### src/rtl/oh_pads_cfgchain.sv
// oh_pads_cfgchain: loads a full pad-ring configuration word and shifts it
// MSB first onto a serial chain (chain_clk/chain_data), then pulses
// chain_load so the pads latch the new settings.
//
// Handshake: a request is accepted on a rising clk edge where
// cfg_valid=1 and cfg_ready=1. cfg_ready is high only in IDLE.
// cfg_data and clkdiv are captured at that edge only, so later changes
// to them cannot disturb a transfer in progress.
module oh_pads_cfgchain #(
    parameter int N  = 8,
    parameter int CW = 8
) (
    input  logic             clk,
    input  logic             nreset,
    input  logic             cfg_valid,
    output logic             cfg_ready,
    input  logic [N*CW-1:0]  cfg_data,
    input  logic [3:0]       clkdiv,
    output logic             chain_clk,
    output logic             chain_data,
    output logic             chain_load,
    output logic             busy,
    output logic             done,
    output logic [1:0]       dbg_state
);

    localparam int W  = N * CW;
    localparam int BW = $clog2(W + 1);

    typedef enum logic [1:0] {
        IDLE  = 2'd0,
        SHIFT = 2'd1,
        LOAD  = 2'd2
    } state_t;

    state_t          state;
    state_t          state_nxt;
    logic [W-1:0]    sr;        // bits still to be sent, next one at the top
    logic [3:0]      div_q;     // phase length minus one, frozen at accept
    logic [3:0]      ph;        // cycles spent in the current phase
    logic [BW-1:0]   bitcnt;    // index of the bit currently on chain_data
    logic            accept;
    logic            ph_end;
    logic            last_bit;

    assign cfg_ready = (state == IDLE);
    assign busy      = (state != IDLE);
    assign dbg_state = state;
    assign accept    = cfg_valid & cfg_ready;
    assign ph_end    = (ph == div_q);
    assign last_bit  = (bitcnt == BW'(W - 1));

    // State register; reset aborts any transfer immediately.
    always_ff @(posedge clk or negedge nreset) begin
        if (!nreset) begin
            state <= IDLE;
        end else begin
            state <= state_nxt;
        end
    end

    // Next state: SHIFT ends at the close of the last bit's high phase,
    // LOAD ends after one phase length.
    always_comb begin
        state_nxt = state;
        case (state)
            IDLE:    if (accept) state_nxt = SHIFT;
            SHIFT:   if (ph_end && chain_clk && last_bit) state_nxt = LOAD;
            LOAD:    if (ph_end) state_nxt = IDLE;
            default: state_nxt = IDLE;
        endcase
    end

    // Datapath: chain outputs are flops so the pad ring never sees glitches.
    // chain_clk toggles at every phase end; a new bit is launched only when
    // the high phase ends, so chain_data is stable across the whole bit.
    always_ff @(posedge clk or negedge nreset) begin
        if (!nreset) begin
            sr         <= '0;
            div_q      <= '0;
            ph         <= '0;
            bitcnt     <= '0;
            chain_clk  <= 1'b0;
            chain_data <= 1'b0;
            chain_load <= 1'b0;
            done       <= 1'b0;
        end else begin
            done <= 1'b0;
            case (state)
                IDLE: begin
                    if (accept) begin
                        chain_data <= cfg_data[W-1];
                        sr         <= {cfg_data[W-2:0], 1'b0};
                        div_q      <= clkdiv;
                        ph         <= '0;
                        bitcnt     <= '0;
                        chain_clk  <= 1'b0;
                    end
                end
                SHIFT: begin
                    if (ph_end) begin
                        ph <= '0;
                        if (!chain_clk) begin
                            chain_clk <= 1'b1;
                        end else begin
                            chain_clk <= 1'b0;
                            if (last_bit) begin
                                chain_data <= 1'b0;
                                chain_load <= 1'b1;
                            end else begin
                                bitcnt     <= bitcnt + 1'b1;
                                chain_data <= sr[W-1];
                                sr         <= {sr[W-2:0], 1'b0};
                            end
                        end
                    end else begin
                        ph <= ph + 1'b1;
                    end
                end
                LOAD: begin
                    if (ph_end) begin
                        ph         <= '0;
                        chain_load <= 1'b0;
                        done       <= 1'b1;
                    end else begin
                        ph <= ph + 1'b1;
                    end
                end
                default: begin
                    chain_load <= 1'b0;
                end
            endcase
        end
    end

endmodule

### config.mk
export PLATFORM = sky130hd
export DESIGN_NAME = oh_pads_cfgchain
export DESIGN_NICKNAME = d
export VERILOG_FILES = /design/src/rtl/oh_pads_cfgchain.sv
export SDC_FILE = /design/constraint.sdc
export NUM_CORES = 1
export LEC_CHECK = 0
export BUFFER_PORTS_ARGS = -buffer_cell sky130_fd_sc_hd__buf_2
export CORE_MARGIN = 3
export CORE_UTILIZATION = 40
export CTS_CLUSTER_SIZE = 12
export DETAILED_ROUTE_END_ITERATION = 12
export RECOVER_POWER = 50
export SETUP_SLACK_MARGIN = 0.3
export SLEW_MARGIN = 25
export SYNTH_ARGS = -nofsm -noshare
export SYNTH_HDL_FRONTEND = slang
export SYNTH_SLANG_ARGS = --single-unit
### constraint.sdc
create_clock -name clk -period 2.1 [get_ports clk]
set_input_delay 0.21 -clock clk [delete_from_list [all_inputs] [get_ports clk]]
set_output_delay 0.21 -clock clk [all_outputs]
set_load 0.03 [all_outputs]
==> impl_summary.md <==
Drt
After detailed routing, the number of remaining DRC violations is 0. The average wire length per cell after detail routing is 16.8 µm. The detailed-router iteration count before antenna repair is 4. The wire length reported by the detailed router is 9970 µm. The detailed router finished its first iteration with 110 violations. The total via count in the routed design is 3028. The number of vias per cell is 5.11. The remaining antenna violation count after routing is 0.

Die
For this design the top-level I/O count stands at 79. The initial cell density of the core is 42.0%. The overall die area is ~13000 µm². Row generation in the floorplan step produced 38 rows. The die is 114 µm tall.

The core footprint is between 10000 and 15000 µm². The die is 114 µm wide.

Worst setup path
The critical path arrival is about 2.2 ns. The maximum fanout encountered on the critical timing path is 7. The data required time of the worst path is around 2.3 ns.

The worst setup path is launched from a flip-flop. STA classifies the critical path endpoint as a flip-flop. The setup path with the least slack is of type flip-flop to flip-flop.

Clock network
The number of clock buffers inserted by TritonCTS is 9. In this run the number of H-tree levels came out at 3. For the worst-skew pair, the clock arrives at the later sink with an insertion delay of between 0.3 and 0.4 ns. After clock tree synthesis, the clock-pin slew on the worst setup and hold paths is 0.06 ns.

The clock tree from TritonCTS is yes. The sink count of the clock tree is 84. The clock tree root buffer cell is clkbuf_16. The maximum count of clock buffers along a single path is 2.

Synthesis
In this run, synthesis produced a sequential element count of 84. Of all flip-flops after synthesis, the portion carrying an async set or reset was 100%. In this run the mean area of a mapped cell was approximately 14 µm². The number of instances in the synthesized netlist is 345. Yosys mapped the design onto 43 distinct sky130hd cell types. The share of the synthesized area in the top cell type is approximately 45%. The number of nets handed over by synthesis was between 400 and 500. The Yosys step of the flow raised 0 warnings. The sequential area share after synthesis is 45.0%. The largest total area in the synthesized netlist belongs to dfrtp_1. The number of flops mapped to enable cells by yosys is 0. Yosys attributes the largest share of cell area to dfrtp_1 (45%), mux2_4 (19%), mux2_2 (15%). For this run, the leading register cell type out of synthesis is dfrtp_1. The synthesized area is 4680 µm².

GRT
The number of antenna violations at the first check in global routing was 0. The number of global-route vias before repair is 3262. Entering global routing, the biggest net connects 54 pins. The total grt overflow is 0. The overall global routing resource usage is 16.0%. The first-pass GRT wire length is 16500 µm.

Power
The sequential group share of total power is 29.9%. The power density normalized to cell area is about 1600 nW/µm². Per report_power, the clock group accounts for between 15 and 20% of the total. The switching power of the nets is between 2 and 3 mW. Combinational cells account for 52.7% of the total power.

The design draws roughly 9.5 mW. Of the total power, the share spent switching nets is 31.0%. The total internal power is 6.56 mW. Across the VDD grid, the largest voltage drop is roughly 630 µV. In this run the static leakage power is roughly 2.7 nW.

Final layout
The summed area of non-filler cells in the final layout is 5920 µm². The count of nets after finishing is 523. The layout overhead on the synthesized area is 26.6%. In the final layout, the multi-input gates occupy 2440 µm².

The number of antenna cells inserted is 0. For this run, the share of the core covered by cells in the final layout is 53.2%. The filler cell count is 963. Cells with a size suffix above 1 make up 58.6% of the layout. The count of cells in the finished layout, fillers not included, comes to 592. Summing all flip-flop and latch instances after layout gives between 2000 and 2500 µm².

STA
The worst hold slack is 0.105 ns. Subtracting the final worst setup slack from the clock period gives 1.98 ns. The final period utilization is 94.5%. The max-slew violation total from the final report is 0.

The peak clock frequency supported by timing is about 0.5 GHz. The number of hold violations in the final report is 0. For the pin with the worst max-slew slack, the measured transition is about 0.86 ns. Setup violations remaining at the end of the flow were counted as 0. The clock arrives with between 0.009 and 0.01 ns of skew. Setup repair after global routing could not meet its margin everywhere. Measured against its own limit, the worst slew margin works out to about 42%.

Place
Routability-driven placement finished with a final weighted congestion of 0.826. After detailed placement, the design holds a cell count of 556. In this run the tool buffered the top-level ports with approximately 80 buffer cells. The cell area reported after detailed placement is 5220 µm². The wire-length estimate of the detail-placed layout is 6430 µm.

Run
The tool flagged a number of max-cap violations equal to 0.

Run status
The run finished with clean final reports.

Hold path
The tightest min-delay check is of the primary input to flip-flop type.
[worst paths after layout]
check,startpoint,end,slack (ns),depth (start not counted)
setup / recovery,dbg_state[0],sr[12],0.12,8
hold / removal,clkdiv[1],div_q[1],0.11,2
setup reg to reg,dbg_state[0],sr[12],0.12,8
hold reg to reg,sr[37],sr[37],0.50,1
max in group asynchronous,nreset,sr[57],0.81,3
min in group asynchronous,nreset,done,0.51,2
[flip-flops by register name, indices dropped and copies added, names as in the netlist]
name        count
bitcnt          7
chain_clk       1
chain_data      1
chain_load      1
dbg_state       2
div_q           4
done            1
ph              4
sr             63
[metal layers]
metal | share of wire (%) | wire (µm) | global-route usage (%) | vias to the layer above
met4 | 1.5 | 145 | 5.94 | 0
met2 | 48 | 4770 | 24.7 | 57
li1 | - | - | - | 1473
met5 | 0 | 0 | 0 | -
met3 | 3.5 | 349 | 3.33 | 12
met1 | 47 | 4710 | 22.2 | 1486
[critical path, cell delays in order (launching register included)]
cell and delay (ns):
dfrtp_2 0.45, inv_4 0.08, ha_4 0.15, mux2i_4 0.29
a211oi_4 0.06, a21o_4 0.22, buf_4 0.16, clkbuf_16 0.17
mux2_4 0.29
[repair_timing]
item,CTS,global route
hold buffers,1,0
pin swaps,2,4
gates cloned,5,2
gates resized for setup,17,7
endpoints found under the hold margin,31,0
setup buffers,6,6
setup endpoints to repair,65,68
[layout by cell type, fill, tap and decap left out, types with 2 or more instances in the layout]
cell type,Yosys,layout
inv_4,0,2
nor2_1,9,7
ha_1,5,2
ha_4,0,2
nand2b_1,2,2
a221o_1,2,2
and3_1,3,2
buf_2,6,73
buf_6,2,4
nand2_1,15,15
nor3_1,4,4
buf_12,6,3
a31oi_1,5,5
clkbuf_16,0,11
bufinv_16,0,2
clkbuf_1,7,7
buf_4,0,18
mux2_2,64,64
o21ai_0,6,6
dfrtp_1,84,81
a41oi_1,4,4
nand4_1,3,3
a21oi_1,8,8
nor2_2,0,2
mux2_4,59,60
o311a_1,2,2
dfrtp_2,0,3
mux2i_1,4,4
o211ai_1,3,3
a211oi_1,2,2
inv_1,7,5
nand3_1,8,8
buf_16,0,6
o21ai_1,4,4
xnor2_2,0,3
[cells in the mapped netlist, types with 4 or more instances]
library cell and count:
inv_1 7, ha_1 5, mux2_4 59, mux2i_1 4
xnor2_1 4, a31oi_1 5, a21oi_1 8, buf_2 6
nand3_1 8, dfrtp_1 84, buf_12 6, nor3_1 4
o21ai_0 6, o21ai_1 4, clkbuf_1 7, mux2_2 64
nand2_1 15, nor2_1 9, a41oi_1 4
[area by class of cell]
class                      instances  area share, %
multi-input combinational        232           41.3
clock inverter                     4           1.25
sequential                        84           35.6
inverter                           8          0.592
clock buffer                      12           3.99
timing repair buffer             112           14.4
tap                              140           2.96
[stage by stage]
stage / setup slack (ns) / TNS [ns]
finish: 0.116 / 0
global route: 0.0654 / 0
CTS: 0.111 / 0
detailed placement: 0.0746 / 0
global placement: 0.116 / 0
floorplan: -0.102 / -6.03
[cells by family after synthesis]
logic type	count (synthesis)	share of synthesized area, %
AOI/OAI and AO/OA	42	6.29
xor gates and xnor gates	4	0.749
adders and majority gates	5	1.34
buffers and inverters	29	4.90
DFF	84	45.0
muxes	130	36.2
and+or+nand+nor	51	5.59
[power by group through the flow]
stage	sequential [mW]	clock, mW	combinational (mW)
finish	2.84	1.66	5.00
global route	2.95	1.77	5.38
CTS	2.83	1.70	4.82
detailed placement	2.82	0	4.19
global placement	2.81	0	4.10
floorplan	2.74	0	3.65
Note: power is estimated with default switching activity, not from simulation.
